[config.mk]
export PLATFORM = sky130hd
export DESIGN_NAME = hdb3_encoder
export DESIGN_NICKNAME = d
export VERILOG_FILES = /design/src/rtl/hdb3_encoder.sv
export SDC_FILE = /design/constraint.sdc
export NUM_CORES = 1
export LEC_CHECK = 0
export CAP_MARGIN = 20
export CORE_MARGIN = 4
export CORE_UTILIZATION = 41
export DETAILED_ROUTE_END_ITERATION = 7
export SYNTH_ARGS = -nofsm -noshare
export SYNTH_HDL_FRONTEND = slang
export SYNTH_SLANG_ARGS = --single-unit
export TNS_END_PERCENT = 20
[constraint.sdc]
create_clock -name clk -period 1 [get_ports clk]
set_input_delay 0.3 -clock clk [delete_from_list [all_inputs] [get_ports clk]]
set_output_delay 0.3 -clock clk [all_outputs]
set_load 0.01 [all_outputs]
[src/rtl/hdb3_encoder.sv]
// rtl/hdb3_encoder.sv - transmit-side HDB3 line encoder (AMI with B00V/000V substitution)
//
// Converts one binary bit per valid strobe into a 2-bit ternary symbol.
// A 4-deep tag pipe delays each bit so that, when the fourth zero of a run
// arrives, the first zero of that run can still be rewritten to a B pulse
// before it leaves the pipe.
//
// Parameters:
//   P_CODE      symbol code for a +1 pulse
//   N_CODE      symbol code for a -1 pulse (zero is always 2'b00)
// Ports:
//   clk         system clock, all state on rising edge
//   rst         asynchronous active-low reset
//   valid       bit strobe; bin_in sampled and pipe advances only when high
//   bin_in      binary data bit
//   hdb3_out    encoded symbol (P_CODE / N_CODE / 2'b00), registered
//   hdb3_valid  high one cycle after each valid strobe, registered

module hdb3_encoder #(
  parameter logic [1:0] P_CODE = 2'b01,
  parameter logic [1:0] N_CODE = 2'b10
) (
  input  logic       clk,
  input  logic       rst,
  input  logic       valid,
  input  logic       bin_in,
  output logic [1:0] hdb3_out,
  output logic       hdb3_valid
);

  typedef enum logic [1:0] {
    T_ZERO = 2'd0,
    T_ONE  = 2'd1,
    T_B    = 2'd2,
    T_V    = 2'd3
  } tag_t;

  // pipe[0] is the newest tag, pipe[3] the oldest (next to be emitted)
  tag_t       pipe [4];
  logic [1:0] zero_run;   // zeros pushed since the last ONE or V
  logic       pulse_odd;  // parity of ONE/B pulses since the last V
  logic       last_pos;   // polarity of the last emitted pulse (1 = positive)

  logic       take_v;     // this strobe completes a run of four zeros

  assign take_v = !bin_in && (zero_run == 2'd3);

  always_ff @(posedge clk or negedge rst) begin
    if (!rst) begin
      pipe[0]    <= T_ZERO;
      pipe[1]    <= T_ZERO;
      pipe[2]    <= T_ZERO;
      pipe[3]    <= T_ZERO;
      zero_run   <= 2'd0;
      pulse_odd  <= 1'b0;
      last_pos   <= 1'b0;   // last pulse treated as negative, so first pulse is +1
      hdb3_out   <= 2'b00;
      hdb3_valid <= 1'b0;
    end else if (valid) begin
      hdb3_valid <= 1'b1;

      // Output stage: convert the tag leaving stage 3
      case (pipe[3])
        T_ZERO: hdb3_out <= 2'b00;
        T_ONE, T_B: begin
          hdb3_out <= last_pos ? N_CODE : P_CODE;
          last_pos <= ~last_pos;
        end
        T_V: hdb3_out <= last_pos ? P_CODE : N_CODE;
        default: hdb3_out <= 2'b00;
      endcase

      // Shift. With an even pulse count the first zero of the run (now moving
      // into stage 3) becomes B so that the V that follows violates AMI with
      // the opposite polarity of the previous V.
      pipe[3] <= (take_v && !pulse_odd) ? T_B : pipe[2];
      pipe[2] <= pipe[1];
      pipe[1] <= pipe[0];

      // Input stage
      if (bin_in) begin
        pipe[0]   <= T_ONE;
        zero_run  <= 2'd0;
        pulse_odd <= ~pulse_odd;
      end else if (take_v) begin
        pipe[0]   <= T_V;
        zero_run  <= 2'd0;
        pulse_odd <= 1'b0;
      end else begin
        pipe[0]   <= T_ZERO;
        zero_run  <= zero_run + 2'd1;
      end
    end else begin
      hdb3_valid <= 1'b0;
    end
  end

endmodule

Yosys cells after proc, flatten, opt, wreduce, memory -nomap -nowiden
Cells that the tools add are included.
{ "totals": {"ram_bits": 0, "ff_bits": 15, "input_bits": 4, "latchBits": 0, "memories": 0, "word_cells": 36, "mem_bits_ro": 0} }
{ "classes": {"n_lt_le_gt_ge": 0, "div_mod_pow": 0, "shift": 0, "bitwise_logic": 2, "n_mux": 11, "n_mul": 0, "add_sub_neg": 1, "eq_ne": 4, "n_reduce_logical": 9} }
{ "ops": {"columns": ["cell", "count"], "rows": [
  ["$mux 2", 7],
  ["$eq 2x2->1 const B", 3],
  ["$pmux 2 s3", 1],
  ["$reduce_and 2->1", 2],
  ["$mux 1", 3],
  ["$add 2x1->2 const B", 1],
  ["$eq 2x1->1 const B", 1],
  ["$logic_and 1x1->1", 2],
  ["$logic_not 1->1", 2],
  ["$logic_not 2->1", 1],
  ["$not 1->1", 2],
  ["$reduce_bool 2->1", 1],
  ["$reduce_or 2->1", 1]
]} }

Longest topological paths before layout
Gate-level depths: netlist of run 1.
{ "depth": {"word_depth": 4, "depth_mapped": 4} }

Least setup slack after synthesis of run 1
No wires, ideal clock.
{ "synth_timing": {"path_kind": "register -> register", "from": "reg zero_run[0]", "to": "reg pipe[1] (netlist bit)", "arrival_time_ns": 0.936, "setup_time_ns": 0.121, "path_slack_ns": -0.057, "stages_incl_launch_ff": 4, "required_ns": 0.879, "cell_sequence": "dfrtp_1 ha_1 nor3b_2 o22a_1"} }
{ "synth_between": {"elab_chain_len": 4} }
{ "synth_lines": {"columns": ["item", "line_no", "text"], "rows": [
  ["start: declaration", "40", "logic [1:0] zero_run;"],
  ["start signal: assignment", "91", "zero_run <= zero_run + 2'd1;"],
  ["$eq 2x2->1", "46", "assign take_v = !bin_in && (zero_run == 2'd3);"],
  ["$logic_and 1x1->1", "46", null],
  ["$logic_and 1x1->1", "76", "pipe[3] <= (take_v && !pulse_odd) ? T_B : pipe[2];"],
  ["$mux 2", "76", null],
  ["end: declaration", "39", "tag_t pipe [4];"]
]} }
Every way passes these cells.
A chain may end at the register's enable or synchronous reset.

Worst setup path in the final report of run 1
{ "layout_timing": {"from": "reg hdb3_out[1]", "to": "out hdb3_out[1]"} }
{ "layout_rtl": {"columns": ["item", "line_no", "text"], "rows": [
  ["start: declaration", "27", "output logic [1:0] hdb3_out,"],
  ["start signal: assignment", "66", "hdb3_out <= last_pos ? N_CODE : P_CODE;"],
  ["start signal: assignment", "69", "T_V: hdb3_out <= last_pos ? P_CODE : N_CODE;"]
]} }
No word-level cell between the ends.

==> results.ini, run 1 <==
[synthesis]
syn_area_sq_um = 656
synthXorXnorAreaFrac_pct = 1.34
synth_top_family_by_area = multiplexers
avgSynthCellArea_sq_um = 13.1
synth_fa_ha_area_share_pct = 3.82
synth_mux_area_share_pct = 11.6
synth_cell_types = 21
syn_inst = 50
ys_ff_latch = 15
yosysWarningCount = 0
postSynthNetCount = 56
synthSimpleGateAreaFrac_pct = 8.40
synth_compound_area_share_pct = 10.5
ys_seq_area_share_pct = 57.3

[power_and_ir_drop]
powerDensity_nw_per_um2 = 1870
finalPower_w = 0.00158
ir_worst_vdd_v = 0.00106
power.leakage_nw = 0.402

[run]
cap_violations = 0

[global_routing]
grt_pass1_wl_um = 1850
grt_overflow_total = 0
antenna_found_initial = 0
grtUsageMet1_pct = 12.4
grt_max_degree = 9
top_usage_layer = met2
grt_util_met3_pct = 5.64
grtUsageTotal_pct = 12.0
use_met2_pct = 20.8
grt_pass1_vias = 439

[clock_tree]
insertion_delay_ns = 0.28
clk_pin_slew_ns = 0.08
cts_made_buffers = 3
cts-root-buf = clkbuf_4
hold_buffers = 0
clockBufferDepth = 2
cts_tree = done
htree_levels = 1
numClockSinks = 15

[routing]
drt-initial-drc-count = 6
via_per_inst = 5.09
ant_nets = 0
drc_errors = 0
avgRoutedWirePerCell_um = 13.4
wirelength_um = 1160
drtPass1Iterations = 3
num_vias = 443

[worst_setup_path]
cp_slowest_cell = dfrtp_1
slowest_delay_ns = 0.38
path_buf_inv = 1
end_kind = output pin
cp-start-kind = flop
crit_family = flip-flops
crit_chain = buf_2
crit_path_max_fanout = 2
cp.required_ns = 0.70
criticalPathCategory = reg2out
critical_path_arrival_ns = 0.80

[sta]
grt_setup_unrepaired = yes
hold_viol = 0
drv_slew = 0
fin_crit_sh_pct = 110
finalWorstSetupSlack_ns = -0.103
setup_viol = 7
worst_slew_pin_slew_ns = 0.300
fmax_mhz = 906
maxSlewHeadroom_pct = 80.0
period_needed_ns = 1.10
finClkSkew_ns = 0.00110

[cells_and_area]
syn_to_final_growth_pct = 29.4
design_area_sq_um = 848
seqCellArea_sq_um = 375
nets = 78
diodes = 0
drive_gt1_share_pct = 42.3
fill_cells = 143
utilization_pct = 56.3
multi_input_area_sq_um = 268

[place]
portBuffers = 6
postPlaceCellArea_sq_um = 800
dp_hpwl_um = 785
gp_congestion = 0.694
post-place-ws_ns = -0.413

[die]
dieHeight_um = 48.0
row_count = 14
io_pins = 7
coreArea_sq_um = 1510
die-area_sq_um = 2300
start_util_pct = 43.5
die_w_um = 48.0

[status]
status = complete, but fails checks
violations = setup timing

[hold_path]
hold_path_class = in2async

## final timing paths
kind,from,end,slack (ns),depth (start not counted)
worst max register to register,zero_run[1],pipe[1],-0.05,3
min in group clk,valid,hdb3_valid,0.46,2
worst min register to register,pipe[4],pipe[2],0.51,1
max in group asynchronous,rst,pipe[2],0.54,2
worst max-delay path,hdb3_out[1],hdb3_out[1],-0.10,1
worst min-delay path,rst,hdb3_valid,0.32,2
## cells in the mapped netlist
library cell / instances / share of area (%)
dfrtp_1: 15 / 57
nor3b_2: 1 / 1.9
o22ai_1: 1 / 0.95
nor2b_1: 1 / 0.95
o21ai_2: 1 / 1.3
a22o_1: 1 / 1.3
mux2i_1: 2 / 3.1
o21ai_0: 2 / 1.5
o32ai_2: 1 / 2.5
inv_1: 4 / 2.3
nand2b_1: 1 / 0.95
nand3b_1: 1 / 1.1
a21oi_1: 2 / 1.5
mux2_2: 5 / 8.6
buf_12: 1 / 3.1
nand2_1: 3 / 1.7
buf_6: 1 / 1.7
nor2_1: 3 / 1.7
ha_1: 2 / 3.8
xnor2_1: 1 / 1.3
o22a_1: 1 / 1.3
## power by group
group | switching, W | leakage [nW] | internal (W)
combinational | 0.000165 | 0.200 | 0.000269
sequential | 0.0000942 | 0.187 | 0.000717
clock | 0.000185 | 0.0150 | 0.000155
## layout by cell type (no fill, tap or decap), drive strengths merged, types with 3 or more instances in the layout
cell type  netlist  final
buf              2     16
inv              4      4
nor2             3      3
o21ai            3      3
dfrtp           15     15
mux2             5      5
clkbuf           0      4
nand2            3      3
## area by class of cell
class	count	area share, %
Sequential cell	15	44.2
Multi-Input combinational cell	29	31.6
Timing Repair Buffer	19	17.0
Clock buffer	4	3.10
Tap cell	16	2.36
Inverter	4	1.77
## layer usage
layer | part of all wire [%] | up-vias
li1 | - | 212
met1 | 41 | 220
met2 | 53 | 8
met3 | 5.1 | 3
met4 | 0.86 | 0
met5 | 0 | -
## sequential cells by signal (all words and copies together), names as in the netlist
name        flops
pipe            8
zero_run        2
hdb3_out        2
hdb3_valid      1
pulse_odd       1
last_pos        1
## through the flow
| stage | hold WS [ns] | cells | TNS [ns] |
|---|---|---|---|
| after CTS | 0.318 | 86 | -0.443 |
| final | 0.317 | 87 | -0.421 |
| after global routing | 0.316 | 87 | -0.721 |
| after detailed placement | 0.490 | 81 | -5.44 |
| after global placement | 0.485 | 81 | -5.27 |
| after floorplan | 0.00441 | 50 | 0 |
## cells by family after synthesis
| kind of cell | after synthesis |
|---|---|
| compound gates | 9 |
| flops | 15 |
| buf+inv | 6 |
| fa+ha+maj | 2 |
| mux | 7 |
| xor+xnor | 1 |
| simple gates | 10 |
## what timing repair did
item | CTS | global route
setup endpoints to repair | 16 | 11
resized for setup | 17 | 2
setup buffers | 1 | 1
pin swaps | 3 | 4
Power figures use the tool's default switching activity.
==> run 2: changes to the inputs <==
CORE_UTILIZATION = 46   (was 41)
PLACE_DENSITY = 0.7   (was unset)
==> run 2 against run 1 <==
Largest cell class unchanged. First-iteration DRC count is 33% higher. The flow still finishes with violations (setup timing). Setup slack got worse by 0.0096 ns. Clock power rose by 3%. Design area shrank 0.15%. Sequential share of layout area increased by 0.065 points. Global-route usage is 1.3 points higher. Critical path type unchanged. Sequential cell count did not move. Worst hold slack worse by 0.00081 ns. Register-to-register slack about the same.
==> results.ini, run 2 (synthesis results as in run 1) <==
[worst_setup_path]
cp.required_ns = 0.70
r2r_slack_ns = -0.05
worstReg2RegStart = zero_run[0]
ff2ff_path_depth = 3
cp-start-kind = flop
criticalPathCategory = reg2out
crit_path_max_fanout = 2
crit_family = flip-flops
slowest_delay_ns = 0.39
critical_path_arrival_ns = 0.81
crit_chain = buf_2
end_kind = output pin
cp_slowest_cell = dfrtp_1
reg2reg_to = pipe[1]
path_buf_inv = 1

[sta]
finalWorstSetupSlack_ns = -0.113
finClkSkew_ns = 0.00285
hold_viol = 0
fmax_mhz = 898
worst_slew_pin_slew_ns = 0.264
setup_viol = 6
maxSlewHeadroom_pct = 82.4
drv_slew = 0
grt_setup_unrepaired = yes
fin_crit_sh_pct = 111
period_needed_ns = 1.11

[routing]
avgRoutedWirePerCell_um = 13.1
drt-initial-drc-count = 8
drc_errors = 0
num_vias = 423
via_per_inst = 5.22
wirelength_um = 1060
drtPass1Iterations = 3
ant_nets = 0

[cells_and_area]
design_area_sq_um = 847
diodes = 0
fill_cells = 107
top_register = pipe
final_cell_mix = dfrtp_1 (15), buf_4 (6), mux2_2 (5)
utilization_pct = 64.3
drive_gt1_share_pct = 39.4
syn_to_final_growth_pct = 29.2
largest_registers = pipe: 8 flops, hdb3_out: 2 flops, zero_run: 2 flops
mostFrequentLayoutCell = dfrtp_1
largest_reg_flops = 8
nets = 73
layoutNonFillerInstCount = 81

[die]
start_util_pct = 49.8
row_count = 13
dieHeight_um = 45.8
io_pins = 7
die-area_sq_um = 2090
coreArea_sq_um = 1320
die_w_um = 45.8

[power_and_ir_drop]
power.leakage_nw = 0.395
ir_worst_vdd_v = 0.00124
powerDensity_nw_per_um2 = 1860

[clock_tree]
hold_buffers = 0
clk_pin_slew_ns = 0.09
numClockSinks = 15
insertion_delay_ns = 0.28
htree_levels = 1
cts_made_buffers = 3
cts-root-buf = clkbuf_4
cts_tree = done
clockBufferDepth = 2

[global_routing]
antenna_found_initial = 0
grt_max_degree = 16
grt_pass1_wl_um = 1920
grt_overflow_total = 0
grt_pass1_vias = 409
grtUsageTotal_pct = 13.3

[place]
postPlaceCellArea_sq_um = 773
portBuffers = 6
gp_congestion = 0.638
dp_hpwl_um = 695
dp.cells = 75

[status]
violations = setup timing
status = complete, but fails checks

[hold_path]
hold_path_class = in2async

[run]
cap_violations = 0

-- run 2: final cells by class --
cell class / instances / area (sq um) / share of cell area, %
timing repair buffer: 14 / 140 / 16.5
inverter: 4 / 15.0 / 1.77
sequential: 15 / 375 / 44.3
tap: 15 / 18.8 / 2.22
multi-input combinational: 29 / 268 / 31.6
clock buffer: 3 / 22.5 / 2.66
clock inverter: 1 / 7.51 / 0.886
-- run 2: metrics by stage --
step	setup WS [ns]	power [W]	hold slack, ns	setup TNS [ns]
after global placement	-0.427	0.00119	0.490	-5.11
after global routing	-0.154	0.00168	0.338	-0.709
final	-0.113	0.00158	0.317	-0.365
after detailed placement	-0.454	0.00120	0.498	-5.34
after floorplan	0.00293	0.00103	0.00441	0
after CTS	-0.135	0.00157	0.311	-0.430
-- run 2: metal layers --
layer / vias to the layer above / track usage (%) / share of wire [%]
met1: 211 / 18.6 / 44
met2: 4 / 19.8 / 53
met5: - / 0 / 0
met3: 2 / 2.37 / 2.3
met4: 0 / 6.82 / 1.2
li1: 206 / - / -
-- run 2: worst max-delay path by stage --
| stage | startpoint | endpoint | slack (ns) | cells after the start |
|---|---|---|---|---|
| after floorplan | zero_run[0] | pipe[1] | 0.003 | 3 |
| after global placement | valid | pipe[3] | -0.43 | 3 |
| after detailed placement | valid | zero_run[0] | -0.45 | 3 |
| after CTS | hdb3_out[1] | hdb3_out[1] | -0.13 | 1 |
| after global routing | hdb3_out[1] | hdb3_out[1] | -0.15 | 1 |
| final | hdb3_out[1] | hdb3_out[1] | -0.11 | 1 |
-- run 2: what timing repair did --
action	in CTS	in global routing
gates resized for setup	16	2
pin swaps	3	3
gates cloned	1	0
endpoints found under the hold margin	0	0
setup endpoints to repair	15	11
setup buffers	0	1
-- run 2: report_power, final --
| part | switching [W] | total [W] | leakage [nW] | internal, W |
|---|---|---|---|---|
| Sequential | 0.0000958 | 0.000813 | 0.187 | 0.000717 |
| Combinational | 0.000156 | 0.000415 | 0.194 | 0.000258 |
| Clock | 0.000197 | 0.000349 | 0.0139 | 0.000152 |
==> run 3: changes to the inputs <==
CORE_MARGIN = unset   (was 4)
==> run 3 against run 2 <==
Register-to-register slack is essentially flat. Critical path depth is the same. First-iteration DRC count shrank 88%. Largest power group unchanged. Setup slack gained 0.031 ns. The flow still finishes with violations (setup timing). Routed wire length shrank 0.75%. Largest cell class unchanged.
==> results.ini, run 3 (synthesis results as in run 1) <==
[worst_setup_path]
r2r_slack_ns = -0.04
cp-start-kind = flop
critical_path_arrival_ns = 0.78
criticalPathCategory = reg2out
cp.required_ns = 0.70
path_buf_inv = 1
end_kind = output pin
ff2ff_path_depth = 3
slowest_delay_ns = 0.38
crit_chain = buf_2
worstReg2RegStart = zero_run[0]
cp_slowest_cell = dfrtp_1
reg2reg_to = pipe[1]
crit_path_max_fanout = 2
crit_family = flip-flops

[routing]
via_per_inst = 4.94
drtPass1Iterations = 2
ant_nets = 0
drt-initial-drc-count = 1
wirelength_um = 1060
num_vias = 410
avgRoutedWirePerCell_um = 12.7
drc_errors = 0

[clock_tree]
hold_buffers = 0
cts_tree = done
cts-root-buf = clkbuf_4
clk_pin_slew_ns = 0.09
numClockSinks = 15
insertion_delay_ns = 0.27
htree_levels = 1
cts_made_buffers = 3
clockBufferDepth = 2

[global_routing]
grt_max_degree = 10
grt_pass1_wl_um = 1730
antenna_found_initial = 0
grt_overflow_total = 0
grtUsageTotal_pct = 17.0
grt_pass1_vias = 413

[sta]
fin_crit_sh_pct = 108
worst_slew_pin_slew_ns = 0.285
setup-tns-final_ns = -0.340
finalWorstSetupSlack_ns = -0.0821
maxSlewHeadroom_pct = 81.0
fmax_mhz = 924
period_needed_ns = 1.08
setup_viol = 7
grt_setup_unrepaired = yes
drv_slew = 0
hold_viol = 0
finClkSkew_ns = 0.00601

[die]
io_pins = 7
die-area_sq_um = 1580
dieHeight_um = 39.8
row_count = 13
start_util_pct = 49.8
die_w_um = 39.8
coreArea_sq_um = 1320

[status]
violations = setup timing
status = complete, but fails checks

[hold_path]
hold_path_class = in2async

[cells_and_area]
nets = 75
fill_cells = 100
multi_input_area_sq_um = 265
largest_registers = pipe: 8 flops, hdb3_out: 2 flops, zero_run: 2 flops
mostFrequentLayoutCell = dfrtp_1
seqCellArea_sq_um = 375
syn_to_final_growth_pct = 30.7
largest_reg_flops = 8
final_cell_mix = dfrtp_1 (15), buf_4 (8), mux2_2 (5)
diodes = 0
top_register = pipe
drive_gt1_share_pct = 39.7

[place]
portBuffers = 6
post-place-ws_ns = -0.428
gp_congestion = 0.722

[power_and_ir_drop]
powerDensity_nw_per_um2 = 1810
ir_worst_vdd_v = 0.00117
power.leakage_nw = 0.408

[run]
cap_violations = 0

==> run 3: metrics by stage <==
| stage | instance area [sq um] | hold slack, ns | instances | utilization [%] | total power (W) |
|---|---|---|---|---|---|
| final | 857 | 0.323 | 83 | 65.1 | 0.00155 |
| after global routing | 857 | 0.323 | 83 | 65.1 | 0.00166 |
| after CTS | 851 | 0.322 | 83 | 64.6 | 0.00156 |
| after detailed placement | 788 | 0.488 | 77 | 59.8 | 0.00121 |
| after global placement | 788 | 0.490 | 77 | 59.8 | 0.00120 |
| after floorplan | 668 | 0.00441 | 50 | - | 0.00103 |
==> run 3: metal layers <==
metal,wire length (um),vias to the layer above,track usage (%)
met2,546,2,25.4
met3,17,0,5.11
li1,-,208,-
met5,0,-,0
met4,0,0,7.76
met1,492,200,22.5
==> run 3: area by class of cell <==
type	count	share of cell area [%]
Clock buffer	3	2.63
Timing Repair Buffer	16	18.1
Inverter	4	1.75
Sequential cell	15	43.8
Multi-Input combinational cell	29	30.9
Tap cell	15	2.19
Clock inverter	1	0.584
==> run 3: worst max path at each step <==
stage / startpoint / end / slack, ns / cells past startpoint
final: hdb3_out[0] / hdb3_out[0] / -0.08 / 1
after global routing: hdb3_out[1] / hdb3_out[1] / -0.13 / 1
after CTS: hdb3_out[1] / hdb3_out[1] / -0.1 / 1
after detailed placement: valid / pipe[5] / -0.43 / 3
after global placement: valid / pipe[2] / -0.41 / 3
after floorplan: zero_run[0] / pipe[1] / 0.003 / 3
==> run 3: report_power, final <==
part	switching (W)	total (W)	leakage, nW	internal, W
logic	0.000161	0.000419	0.203	0.000258
clock network	0.000178	0.000326	0.0177	0.000148
registers	0.0000927	0.000809	0.187	0.000717
==> run 3: repair_timing <==
action	in CTS	in global routing
gates cloned	1	0
pin swaps	0	5
hold endpoints to repair	0	0
gates resized for setup	15	1
setup endpoints to repair	15	11
setup buffers	1	0
